### src/rtl/serial_pkg.sv
// Shared types and constants for the serial receive path (and the future TX side).
// Optional parity support is selected with the SERIAL_RX_PARITY_EN macro in serial_rx.
package serial_pkg;

  localparam int SERIAL_DATA_BITS = 8;

  typedef enum logic [2:0] {
    IDLE,
    START,
    DATA,
    PARITY,
    STOP,
    WAIT_HIGH
  } rx_state_t;

endpackage : serial_pkg

### src/rtl/serial_rx_if.sv
// Strobe-only receive interface toward pinwheel. There is no ready signal because pinwheel has no backpressure.
interface serial_rx_if;
  import serial_pkg::*;

  logic                        serial_valid;
  logic [SERIAL_DATA_BITS-1:0] serial_data;
  logic                        frame_error;
  logic                        parity_error;
  logic                        busy;

  modport master (
    output serial_valid,
    output serial_data,
    output frame_error,
    output parity_error,
    output busy
  );

  modport slave (
    input serial_valid,
    input serial_data,
    input frame_error,
    input parity_error,
    input busy
  );

endinterface : serial_rx_if

### src/rtl/serial_sync.sv
// Two-flop synchroniser for an asynchronous single-bit input.
// reset_value sets the level both flops take in reset, so the line can look idle at that level.
module serial_sync #(
  parameter logic reset_value = 1'b1
) (
  input  logic clock,
  input  logic reset_in,
  input  logic d,
  output logic q
);

  logic meta;

  // NOTE: sequential state uses non-blocking assignments so both flops sample the pre-edge values.
  always_ff @(posedge clock or posedge reset_in) begin
    if (reset_in) begin
      meta <= reset_value;
      q    <= reset_value;
    end else begin
      meta <= d;
      q    <= meta;
    end
  end

endmodule : serial_sync

### src/rtl/serial_rx.sv
// 8N1 UART receiver with oversampling, framing-error and start-glitch detection.
// Define SERIAL_RX_PARITY_EN to insert a parity bit between the data bits and the stop bit.
module serial_rx
  import serial_pkg::*;
#(
  parameter int cycles_per_bit = 16,
  parameter int parity_odd     = 0
) (
  input  logic        clock,
  input  logic        reset_in,
  input  logic        rx_in,
  serial_rx_if.master serial
);

  localparam int                CNT_W     = $clog2(cycles_per_bit);
  localparam logic [CNT_W-1:0]  HALF_LAST = CNT_W'(cycles_per_bit / 2 - 1);
  localparam logic [CNT_W-1:0]  BIT_LAST  = CNT_W'(cycles_per_bit - 1);
  localparam logic [2:0]        LAST_IDX  = 3'(SERIAL_DATA_BITS - 1);

  generate
    if (cycles_per_bit < 4 || (cycles_per_bit % 2) != 0 || parity_odd < 0 || parity_odd > 1)
    begin : g_bad_cfg
      $error("serial_rx: cycles_per_bit must be even and >= 4, parity_odd must be 0 or 1");
    end
  endgenerate

  logic                        rx_s;
  rx_state_t                   state;
  logic [CNT_W-1:0]            cnt;
  logic [2:0]                  bit_idx;
  logic [SERIAL_DATA_BITS-1:0] shift;
  logic                        valid_q;
  logic [SERIAL_DATA_BITS-1:0] data_q;
  logic                        frame_err_q;

  serial_sync #(
    .reset_value(1'b1)
  ) u_sync (
    .clock   (clock),
    .reset_in(reset_in),
    .d       (rx_in),
    .q       (rx_s)
  );

`ifdef SERIAL_RX_PARITY_EN
  localparam logic PARITY_SENSE = 1'(parity_odd);
  logic par_bad;
  logic par_err_q;
`endif

  always_ff @(posedge clock or posedge reset_in) begin
    if (reset_in) begin
      state       <= IDLE;
      cnt         <= '0;
      bit_idx     <= '0;
      shift       <= '0;
      valid_q     <= 1'b0;
      data_q      <= '0;
      frame_err_q <= 1'b0;
`ifdef SERIAL_RX_PARITY_EN
      par_bad     <= 1'b0;
      par_err_q   <= 1'b0;
`endif
    end else begin
      valid_q     <= 1'b0;
      frame_err_q <= 1'b0;
`ifdef SERIAL_RX_PARITY_EN
      par_err_q   <= 1'b0;
`endif
      case (state)
        IDLE: begin
          cnt <= '0;
          if (!rx_s) state <= START;
        end

        // Mid-start-bit check rejects pulses shorter than half a bit.
        START: begin
          if (cnt == HALF_LAST) begin
            cnt     <= '0;
            bit_idx <= '0;
            state   <= rx_s ? IDLE : DATA;
          end else begin
            cnt <= cnt + 1'b1;
          end
        end

        DATA: begin
          if (cnt == BIT_LAST) begin
            cnt     <= '0;
            shift   <= {rx_s, shift[SERIAL_DATA_BITS-1:1]};
            bit_idx <= bit_idx + 1'b1;
            if (bit_idx == LAST_IDX) begin
`ifdef SERIAL_RX_PARITY_EN
              state <= PARITY;
`else
              state <= STOP;
`endif
            end
          end else begin
            cnt <= cnt + 1'b1;
          end
        end

`ifdef SERIAL_RX_PARITY_EN
        PARITY: begin
          if (cnt == BIT_LAST) begin
            cnt     <= '0;
            par_bad <= rx_s != ((^shift) ^ PARITY_SENSE);
            state   <= STOP;
          end else begin
            cnt <= cnt + 1'b1;
          end
        end
`endif

        // Framing error wins over parity error; either way serial_data keeps the last good byte.
        STOP: begin
          if (cnt == BIT_LAST) begin
            cnt <= '0;
            if (rx_s) begin
`ifdef SERIAL_RX_PARITY_EN
              if (par_bad) begin
                par_err_q <= 1'b1;
              end else begin
                valid_q <= 1'b1;
                data_q  <= shift;
              end
`else
              valid_q <= 1'b1;
              data_q  <= shift;
`endif
              state <= IDLE;
            end else begin
              frame_err_q <= 1'b1;
              state       <= WAIT_HIGH;
            end
          end else begin
            cnt <= cnt + 1'b1;
          end
        end

        WAIT_HIGH: begin
          if (rx_s) state <= IDLE;
        end

        default: state <= IDLE;
      endcase
    end
  end

  assign serial.serial_valid = valid_q;
  assign serial.serial_data  = data_q;
  assign serial.frame_error  = frame_err_q;
  assign serial.busy         = (state != IDLE);
`ifdef SERIAL_RX_PARITY_EN
  assign serial.parity_error = par_err_q;
`else
  assign serial.parity_error = 1'b0;
`endif

endmodule : serial_rx

### src/flat_wrapper.sv
// flat-port wrapper written by rule: the top's interface ports become plain ports
module serial_rx_flat import serial_pkg::*;
#(
  parameter int cycles_per_bit = 16,
  parameter int parity_odd     = 0
)
  (clock, reset_in, rx_in, serial_serial_valid, serial_serial_data, serial_frame_error, serial_parity_error, serial_busy);
  serial_rx_if serial_i ();
  input  logic clock;
  input  logic reset_in;
  input  logic rx_in;
  output wire logic [$bits(serial_i.serial_valid)-1:0] serial_serial_valid;
  output wire logic [$bits(serial_i.serial_data)-1:0] serial_serial_data;
  output wire logic [$bits(serial_i.frame_error)-1:0] serial_frame_error;
  output wire logic [$bits(serial_i.parity_error)-1:0] serial_parity_error;
  output wire logic [$bits(serial_i.busy)-1:0] serial_busy;
  assign serial_serial_valid = serial_i.serial_valid;
  assign serial_serial_data = serial_i.serial_data;
  assign serial_frame_error = serial_i.frame_error;
  assign serial_parity_error = serial_i.parity_error;
  assign serial_busy = serial_i.busy;
  serial_rx #(.cycles_per_bit(cycles_per_bit), .parity_odd(parity_odd)) u_core (.clock(clock), .reset_in(reset_in), .rx_in(rx_in), .serial(serial_i));
endmodule
### config.mk
export PLATFORM = sky130hd
export DESIGN_NAME = serial_rx_flat
export DESIGN_NICKNAME = d
export VERILOG_FILES = /design/src/rtl/serial_pkg.sv /design/src/rtl/serial_rx_if.sv /design/src/rtl/serial_sync.sv /design/src/rtl/serial_rx.sv /design/src/flat_wrapper.sv
export SDC_FILE = /design/constraint.sdc
export NUM_CORES = 1
export LEC_CHECK = 0
export CAP_MARGIN = 20
export CORE_UTILIZATION = 55
export DETAILED_ROUTE_END_ITERATION = 6
export PLACE_DENSITY = 0.86
export SETUP_SLACK_MARGIN = 0.4
export SLEW_MARGIN = 25
export SYNTH_ARGS = -nofsm -noshare
export SYNTH_HDL_FRONTEND = slang
export SYNTH_SLANG_ARGS = --single-unit
### constraint.sdc
create_clock -name clock -period 2.1 [get_ports clock]
set_input_delay 0.315 -clock clock [delete_from_list [all_inputs] [get_ports clock]]
set_output_delay 0.315 -clock clock [all_outputs]
set_load 0.01 [all_outputs]
== Yosys cells after proc, flatten, opt, wreduce, memory -nomap -nowiden ==
Cells that the tools add are included.

* Flip-flop bits (word level): 30
* Bits in latches: 0
* Memory bits (writable): 0
* Bits in read-only memories: 0
* Word-level logic and storage cells: 54
* Memories kept: 0

* Add/subtract/negate cells: 2
* Multiply operators: 0
* Divide/modulo/power cells: 0
* $lt $le $gt $ge: 0
* Equal/unequal tests: 13
* Shift-type cells: 0
* Muxes and demuxes: 21
* Bitwise operators: 0
* Reduce and logical (&&, ||, !) cells: 9

{| class="wikitable"
|+ Operators by type and width
! kind !! count
|-
| $mux W3 || 9
|-
| $pmux W3 S5 || 1
|-
| $pmux W4 S3 || 1
|-
| $eq A3 B3 Y1 const B || 3
|-
| $mux W4 || 2
|-
| $ne A2 B1 Y1 const B || 4
|-
| $mux W1 || 6
|-
| $pmux W3 S2 || 1
|-
| $reduce_and A3 Y1 || 2
|-
| $reduce_and A6 Y1 || 1
|-
| $reduce_bool A3 Y1 || 2
|-
| $add A4 B1 Y4 const B || 1
|-
| $eq A4 B3 Y1 const B || 1
|-
| $eq A4 B4 Y1 const B || 1
|-
| $ne A2 B2 Y1 const B || 2
|-
| $add A3 B1 Y3 const B || 1
|-
| $eq A3 B1 Y1 const B || 1
|-
| $eq A3 B2 Y1 const B || 1
|-
| $logic_not A3 Y1 || 1
|-
| $mux W2 || 1
|-
| $reduce_and A2 Y1 || 1
|-
| $reduce_bool A2 Y1 || 1
|-
| $reduce_or A2 Y1 || 1
|}

== Longest topological paths before layout ==
Gate-level depths: netlist of run 1.

* Depth after elaboration: 4
* Gate-level depth with buffers: 6
* Depth with buffers taken out: 5

== Cells and area by module ==
A second synthesis of run 1 with hierarchy kept.

* Cells, all modules: 112
* Area, all modules: 1378.8 sq um

{| class="wikitable"
|+ Modules (own cells, without submodules)
! module !! times used !! cells an instance !! area each (sq um) !! seq. area each (sq um)
|-
| serial_rx || 1 || 109 || 1322.5 || 700.7
|-
| serial_sync || 1 || 3 || 56.3 || 52.6
|}

== Worst setup path after synthesis of run 1 ==
Ideal clock, no wire load.

* Path type: register to register
* Start point: reg u_core.cnt[0]
* End point: reg u_core.shift[0]
* Setup time: 0.125 ns
* Data arrival time: 1.417 ns
* Required time: 1.975 ns
* Path slack: 0.558 ns
* Stages on the path, launching flop included: 6
* Cells stage by stage: dfrtp_1 -> ha_1 -> and3_4 -> and3_4 -> buf_12 -> mux2_4

* Longest elaborated chain between the ends: 2

{| class="wikitable"
|+ RTL lines
! item !! line !! RTL
|-
| from (decl) || serial_rx.sv:29 || <nowiki>logic [CNT_W-1:0] cnt;</nowiki>
|-
| from (signal assigned) || serial_rx.sv:83 || <nowiki>cnt <= cnt + 1'b1;</nowiki>
|-
| from (signal assigned) || serial_rx.sv:100 || <nowiki>cnt <= cnt + 1'b1;</nowiki>
|-
| from (signal assigned) || serial_rx.sv:138 || <nowiki>cnt <= cnt + 1'b1;</nowiki>
|-
| $eq A4 B4 Y1 || serial_rx.sv:88 || <nowiki>if (cnt == BIT_LAST) begin</nowiki>
|-
| $reduce_and A2 Y1 (no source line) || -- ||
|-
| to (signal assigned) || serial_rx.sv:90 || <nowiki>shift <= {rx_s, shift[SERIAL_DATA_BITS-1:1]};</nowiki>
|-
| to (decl) || serial_rx.sv:31 || <nowiki>logic [SERIAL_DATA_BITS-1:0] shift;</nowiki>
|}

Every way passes these cells.
A chain may end at the register's enable or synchronous reset.

== Worst setup path after layout of run 1 ==
* Start point: reg u_core.cnt[0]
* End point: reg u_core.shift[4]

Same word-level chain as after synthesis.

==> impl_metrics.json, run 1 <==
{
  "outcome": "completed",
  "clock_sinks": 30,
  "cp_cell_sequence": "ha_2 > and3_4 > and3_4 > mux2_4",
  "io_pins": 15,
  "required_ns": 2.31,
  "arrival_ns": 1.84,
  "synth_top_area_share_pct": 48.7,
  "start_util_pct": 58.0,
  "drt-pass1-iter-count": 4,
  "grt_setup_unrepaired": "false",
  "synthMostInstantiatedCell": "dfrtp_1",
  "crit_end": "u_core.shift[4]$_DFFE_PP0P_",
  "synth-compound-area-share_pct": 7.48,
  "die_w_um": 53.1,
  "port_buffers": 13,
  "core.rowCount": 18,
  "fmax_mhz": 614,
  "end_kind": "flop",
  "die_h_um": 53.1,
  "grt_max_degree": 31,
  "syn_inst": 113,
  "drt-vias-per-instance": 5.60,
  "async_flop_share_pct": 100,
  "clk_pin_slew_ns": 0.09,
  "synthXorXnorAreaFrac_pct": 0,
  "antenna_found_initial": 0,
  "ys_seq_elements": 30,
  "fill_cells": 190,
  "postSynthAreaPerCell_sq_um": 12.7,
  "path_class": "flop to flop",
  "ir_worst_vdd_mv": 0.574,
  "routedWlPerCell_um": 15.3,
  "crit_path_max_fanout": 9,
  "fin_setup_tns_ns": 0,
  "synth.distinct_cells": 38,
  "synth_area_leaders": "dfrtp_1, mux2_4, mux2_2, dfstp_2, ha_1",
  "syn_area_sq_um": 1440,
  "gr-total-overflow": 0,
  "core_sq_um": 2480,
  "hold_buffers": 0,
  "yosysTopAreaCell": "dfrtp_1",
  "gp_congestion": 0.864,
  "synth_fa_ha_area_share_pct": 3.31,
  "yosysWarnings": 0,
  "htree_levels": 2,
  "setup_viol": 0,
  "dp_hpwl_um": 1710,
  "via_count": 908,
  "grt_pass1_vias": 855,
  "n_antenna_cell": 0,
  "synthTopCellsByCount": "dfrtp_1, mux2_2, mux2_4, nor2_1, nand2_1",
  "pwr_density_cell_nw_per_um2": 957,
  "ys.flop_type": "dfrtp_1",
  "synth_top_family_by_area": "multiplexers",
  "fin_crit_sh_pct": 77.5,
  "critPathSlowestCell": "dfrtp_1",
  "dieArea_sq_um": 2820,
  "route.detailed.drc": 0,
  "synth_nets": 119,
  "grt_pass1_wl_um": 3940,
  "synthToLayoutAreaGrowth_pct": 14.0,
  "r2r-end": "u_core.shift[4]$_DFFE_PP0P_",
  "synth_edf_count": 0,
  "min_path_type": "input pin to async pin",
  "drtAntennaViolNets": 0,
  "r2r_cells": 4,
  "yosys.area_share.simple_pct": 14.2,
  "cts_inserted_buffers": 5,
  "crit_path_max_incr_delay_ns": 0.40,
  "clk_path_buf_depth": 2,
  "hold_viol": 0,
  "p_leak_nw": 0.774,
  "clock-root-buffer": "clkbuf_4",
  "drt_wl_total_um": 2480,
  "finalInstanceArea_sq_um": 1640,
  "muxShareOfSynthArea_pct": 17.0,
  "start_kind": "flop",
  "drtIter0Drc": 12,
  "placed_cell_area_sq_um": 1570,
  "post-route-min-period_ns": 1.63,
  "slew_violations": 0,
  "drive_above_1_share_pct": 31.8,
  "cpMostUsedCell": "and3_4",
  "tritoncts": "done",
  "fin_skew_ns": 0.00715,
  "startpoint": "u_core.cnt[0]$_DFFE_PP0P_",
  "regToRegStartpoint": "u_core.cnt[0]$_DFFE_PP0P_",
  "clk-insertion-delay-late_ns": 0.33,
  "ys_seq_area_share_pct": 52.4,
  "maxCapViolations": 0,
  "grt_usage_pct": 20.9,
  "r2r_setup_slack_ns": 0.47,
  "nets": 137
}
==> cell type report <==
| cell class | count | area, sq um | share of cell area (%) |
|---|---|---|---|
| clock buffer | 7 | 55.1 | 3.36 |
| tap | 30 | 37.5 | 2.29 |
| multi-input combinational | 73 | 617 | 37.6 |
| inverter | 4 | 15.0 | 0.916 |
| timing repair buffer | 17 | 155 | 9.47 |
| clock inverter | 1 | 5.00 | 0.305 |
| sequential | 30 | 754 | 46.0 |
==> what timing repair did <==
action                                  4_1_cts  5_1_grt
setup buffers                                 1        0
gates resized for setup                       3        3
endpoints found under the setup margin        1        8
pin swaps                                     0        0
==> state kept, by name, summed over array words and instances (netlist names) <==
name,count
u_core.serial.serial_valid,1
u_core.shift,8
u_core.bit_idx,3
u_core.u_sync.q,1
u_core.cnt,4
u_core.u_sync.meta,1
u_core.state,3
u_core.serial.serial_data,8
u_core.serial.frame_error,1
==> critical path, delay by kind of cell (launching register included) <==
family | cells | cell delay, ns
simple gates | 2 | 0.56
flops | 1 | 0.40
mux | 1 | 0.32
fa+ha+maj | 1 | 0.23
==> how the worst min path moves through the flow <==
stage,endpoint,start,cells after the start,slack [ns]
after floorplan,u_core.u_sync.meta$_DFF_PP1_,rx_in,0,0.32
after CTS,u_core.serial.serial_data[3]$_DFFE_PP0P_,reset_in,3,0.34
after global routing,u_core.serial.serial_data[2]$_DFFE_PP0P_,reset_in,3,0.37
after global placement,u_core.u_sync.q$_DFF_PP1_,u_core.u_sync.meta$_DFF_PP1_,0,0.35
final,u_core.serial.serial_data[4]$_DFFE_PP0P_,reset_in,3,0.34
after detailed placement,u_core.u_sync.q$_DFF_PP1_,u_core.u_sync.meta$_DFF_PP1_,0,0.35
==> metal layers <==
layer / wire, um / track usage (%) / vias to the layer above / part of all wire (%)
li1: - / - / 434 / -
met1: 1050 / 25.1 / 442 / 43
met4: 49 / 11.4 / 0 / 2.0
met2: 1260 / 31.9 / 23 / 51
met3: 113 / 8.33 / 9 / 4.6
met5: 0 / 0 / - / 0
==> logic make-up (layout without fill, tap and decap cells) <==
| kind of cell | count (synthesis) | count (layout) |
|---|---|---|
| buf+inv | 10 | 29 |
| other cells | 1 | 1 |
| simple gates | 34 | 34 |
| fa+ha+maj | 4 | 4 |
| mux | 19 | 19 |
| compound gates | 15 | 15 |
| flops | 30 | 30 |
==> stage by stage <==
| stage | setup WS, ns | hold WS (ns) | total power, W | instances | utilization (%) |
|---|---|---|---|---|---|
| final | 0.472 | 0.341 | 0.00157 | 162 | 66.2 |
| after global routing | 0.403 | 0.368 | 0.00168 | 162 | 66.2 |
| after CTS | 0.427 | 0.344 | 0.00157 | 162 | 66.0 |
| after detailed placement | 0.387 | 0.349 | 0.00121 | 153 | 63.2 |
| after global placement | 0.424 | 0.346 | 0.00116 | 153 | 63.2 |
| after floorplan | 0.558 | 0.319 | 0.00113 | 113 | - |
==> layout by cell type (no fill, tap or decap), types with 2 or more instances in the layout <==
master and instances:
inv_1 4, buf_4 4, nand3_1 4, nor3_1 2, and3_4 2, clkdlybuf4s50_1 12
o21ai_0 2, a21oi_1 3, a31oi_1 3, dfstp_2 2, and3_1 2, clkbuf_4 5
dfrtp_1 27, nand2_1 6, ha_1 2, nor2_1 8, mux2_2 10, mux2_4 8
nor2_2 2
==> where the power goes <==
part	switching (W)	internal (W)
Combinational	0.000217	0.000231
Clock	0.000189	0.000162
Sequential	0.0000931	0.000677
Note: power is estimated with default switching activity, not from simulation.
==> run 2, diff against run 1 <==
Settings changed: CORE_UTILIZATION 55 to 49, PLACE_DENSITY 0.86 to 0.81.
Clock period 2.1 ns to 1.4 ns, I/O delays scaled along.
==> impl_metrics.json, run 2 (synthesis gave the netlist of run 1 again) <==
{
  "clk_pin_slew_ns": 0.10,
  "port_buffers": 13,
  "drt_wl_total_um": 3740,
  "violations": "negative setup slack",
  "clk-insertion-delay-late_ns": 0.34,
  "fin_skew_ns": 0.00578,
  "nets": 172,
  "grt_max_degree": 22,
  "gr-total-overflow": 0,
  "core_sq_um": 2760,
  "crit_path_max_fanout": 5,
  "regToRegStartpoint": "u_core.cnt[1]$_DFFE_PP0P_",
  "ir_worst_vdd_mv": 1.14,
  "drt-pass1-iter-count": 4,
  "finalInstanceArea_sq_um": 2070,
  "start_kind": "flop",
  "grt_pass1_vias": 1089,
  "clk_path_buf_depth": 2,
  "start_util_pct": 52.1,
  "arrival_ns": 1.81,
  "total_power_w": 0.00303,
  "end_kind": "flop",
  "grt_setup_unrepaired": "true",
  "hold_viol": 0,
  "fmax_mhz": 631,
  "clock-root-buffer": "clkbuf_4",
  "multi_input_area_sq_um": 774,
  "via_count": 1148,
  "n_antenna_cell": 0,
  "fill_cells": 169,
  "postLayoutSetupSlackWorst_ns": -0.185,
  "dp_hpwl_um": 1850,
  "hold_buffers": 0,
  "dieArea_sq_um": 3150,
  "gp_congestion": 0.826,
  "core.rowCount": 19,
  "drive_above_1_share_pct": 65.3,
  "grt_pass1_wl_um": 5230,
  "pwr_density_cell_nw_per_um2": 1470,
  "grt_usage_pct": 22.2,
  "placed_cell_area_sq_um": 1710,
  "drtIter0Drc": 35,
  "die_h_um": 56.2,
  "clock_sinks": 30,
  "slew_violations": 0,
  "path_class": "flop to flop",
  "io_pins": 15,
  "p_leak_nw": 1.02,
  "startpoint": "u_core.cnt[1]$_DFFE_PP0P_",
  "htree_levels": 2,
  "layout_commonest_cell": "dfrtp_1",
  "final_cell_mix": "dfrtp_1, buf_4, buf_6, mux2_4, buf_2",
  "die_w_um": 56.2,
  "min_path_type": "input pin to async pin",
  "maxCapViolations": 0,
  "post-route-min-period_ns": 1.58,
  "route.detailed.drc": 0,
  "antenna_found_initial": 0,
  "synthToLayoutAreaGrowth_pct": 43.8,
  "outcome": "finished, violations left",
  "tritoncts": "done",
  "required_ns": 1.63,
  "cts_inserted_buffers": 5,
  "drt-vias-per-instance": 5.80,
  "setup_viol": 28,
  "routedWlPerCell_um": 18.9,
  "drtAntennaViolNets": 0,
  "fin_crit_sh_pct": 113,
  "regArea_sq_um": 754
}
==> run 2: path summary, 6_finish.rpt <==
path | to | slack, ns | cells past startpoint
worst max-delay path | u_core.serial.serial_data[1]$_DFFE_PP0P_ | -0.18 | 5
worst min-delay path | u_core.state[2]$_DFFE_PP0P_ | 0.16 | 3
worst max register to register | u_core.serial.serial_data[1]$_DFFE_PP0P_ | -0.18 | 5
worst min register to register | u_core.u_sync.q$_DFF_PP1_ | 0.37 | 0
max in group asynchronous | u_core.serial.serial_data[6]$_DFFE_PP0P_ | 0.98 | 3
min in group clock | u_core.u_sync.meta$_DFF_PP1_ | 0.27 | 1
==> run 2: final cells by class <==
type                       count  area share, %
sequential                    30           36.5
inverter                       4          0.726
tap                           31           1.88
clock buffer                   6           2.48
clock inverter                 2          0.605
multi-input combinational     75           37.5
timing repair buffer          50           20.3
==> run 2: per-stage QoR <==
step | hold WS (ns) | instances | setup TNS (ns) | util (%) | setup WS, ns
after floorplan | 0.214 | 113 | -0.780 | - | -0.0930
after global placement | 0.348 | 171 | -1.05 | 61.9 | -0.117
after detailed placement | 0.350 | 171 | -2.15 | 61.9 | -0.164
after CTS | 0.161 | 190 | -2.69 | 69.4 | -0.157
after global routing | 0.161 | 198 | -3.57 | 75.0 | -0.189
final | 0.157 | 198 | -2.88 | 75.0 | -0.185
==> run 2: what timing repair did <==
item                                    in CTS  in global routing
pin swaps                                    9                 10
endpoints found under the setup margin      39                 39
buffers inserted                            10                  7
cloned                                       1                  1
resized for setup                           71                 25
==> run 2: critical path, stage by stage (launching register included) <==
cell     delay (ns)
dfrtp_1        0.43
ha_4           0.18
and3_4         0.26
buf_6          0.13
nand4_4        0.13
mux2_4         0.35
==> run 2: where the power goes <==
group	switching, W	total, W	leakage [nW]	internal, W
sequential	0.000167	0.00118	0.390	0.00102
combinational	0.000561	0.00129	0.594	0.000730
clock	0.000319	0.000560	0.0343	0.000241
==> run 2: layer usage <==
| metal | global-route usage [%] | vias up | part of all wire [%] |
|---|---|---|---|
| li1 | - | 511 | - |
| met1 | 28.0 | 594 | 44 |
| met2 | 34.4 | 33 | 49 |
| met3 | 5.35 | 10 | 4.7 |
| met4 | 13.6 | 0 | 2.2 |
| met5 | 0 | - | 0 |
==> run 3, diff against run 2 <==
Settings changed: CTS_CLUSTER_SIZE set to 30, GPL_TIMING_DRIVEN set to 1.
==> results of run 3 <==
Final layout, timing and power as in run 2 (identical DEF).
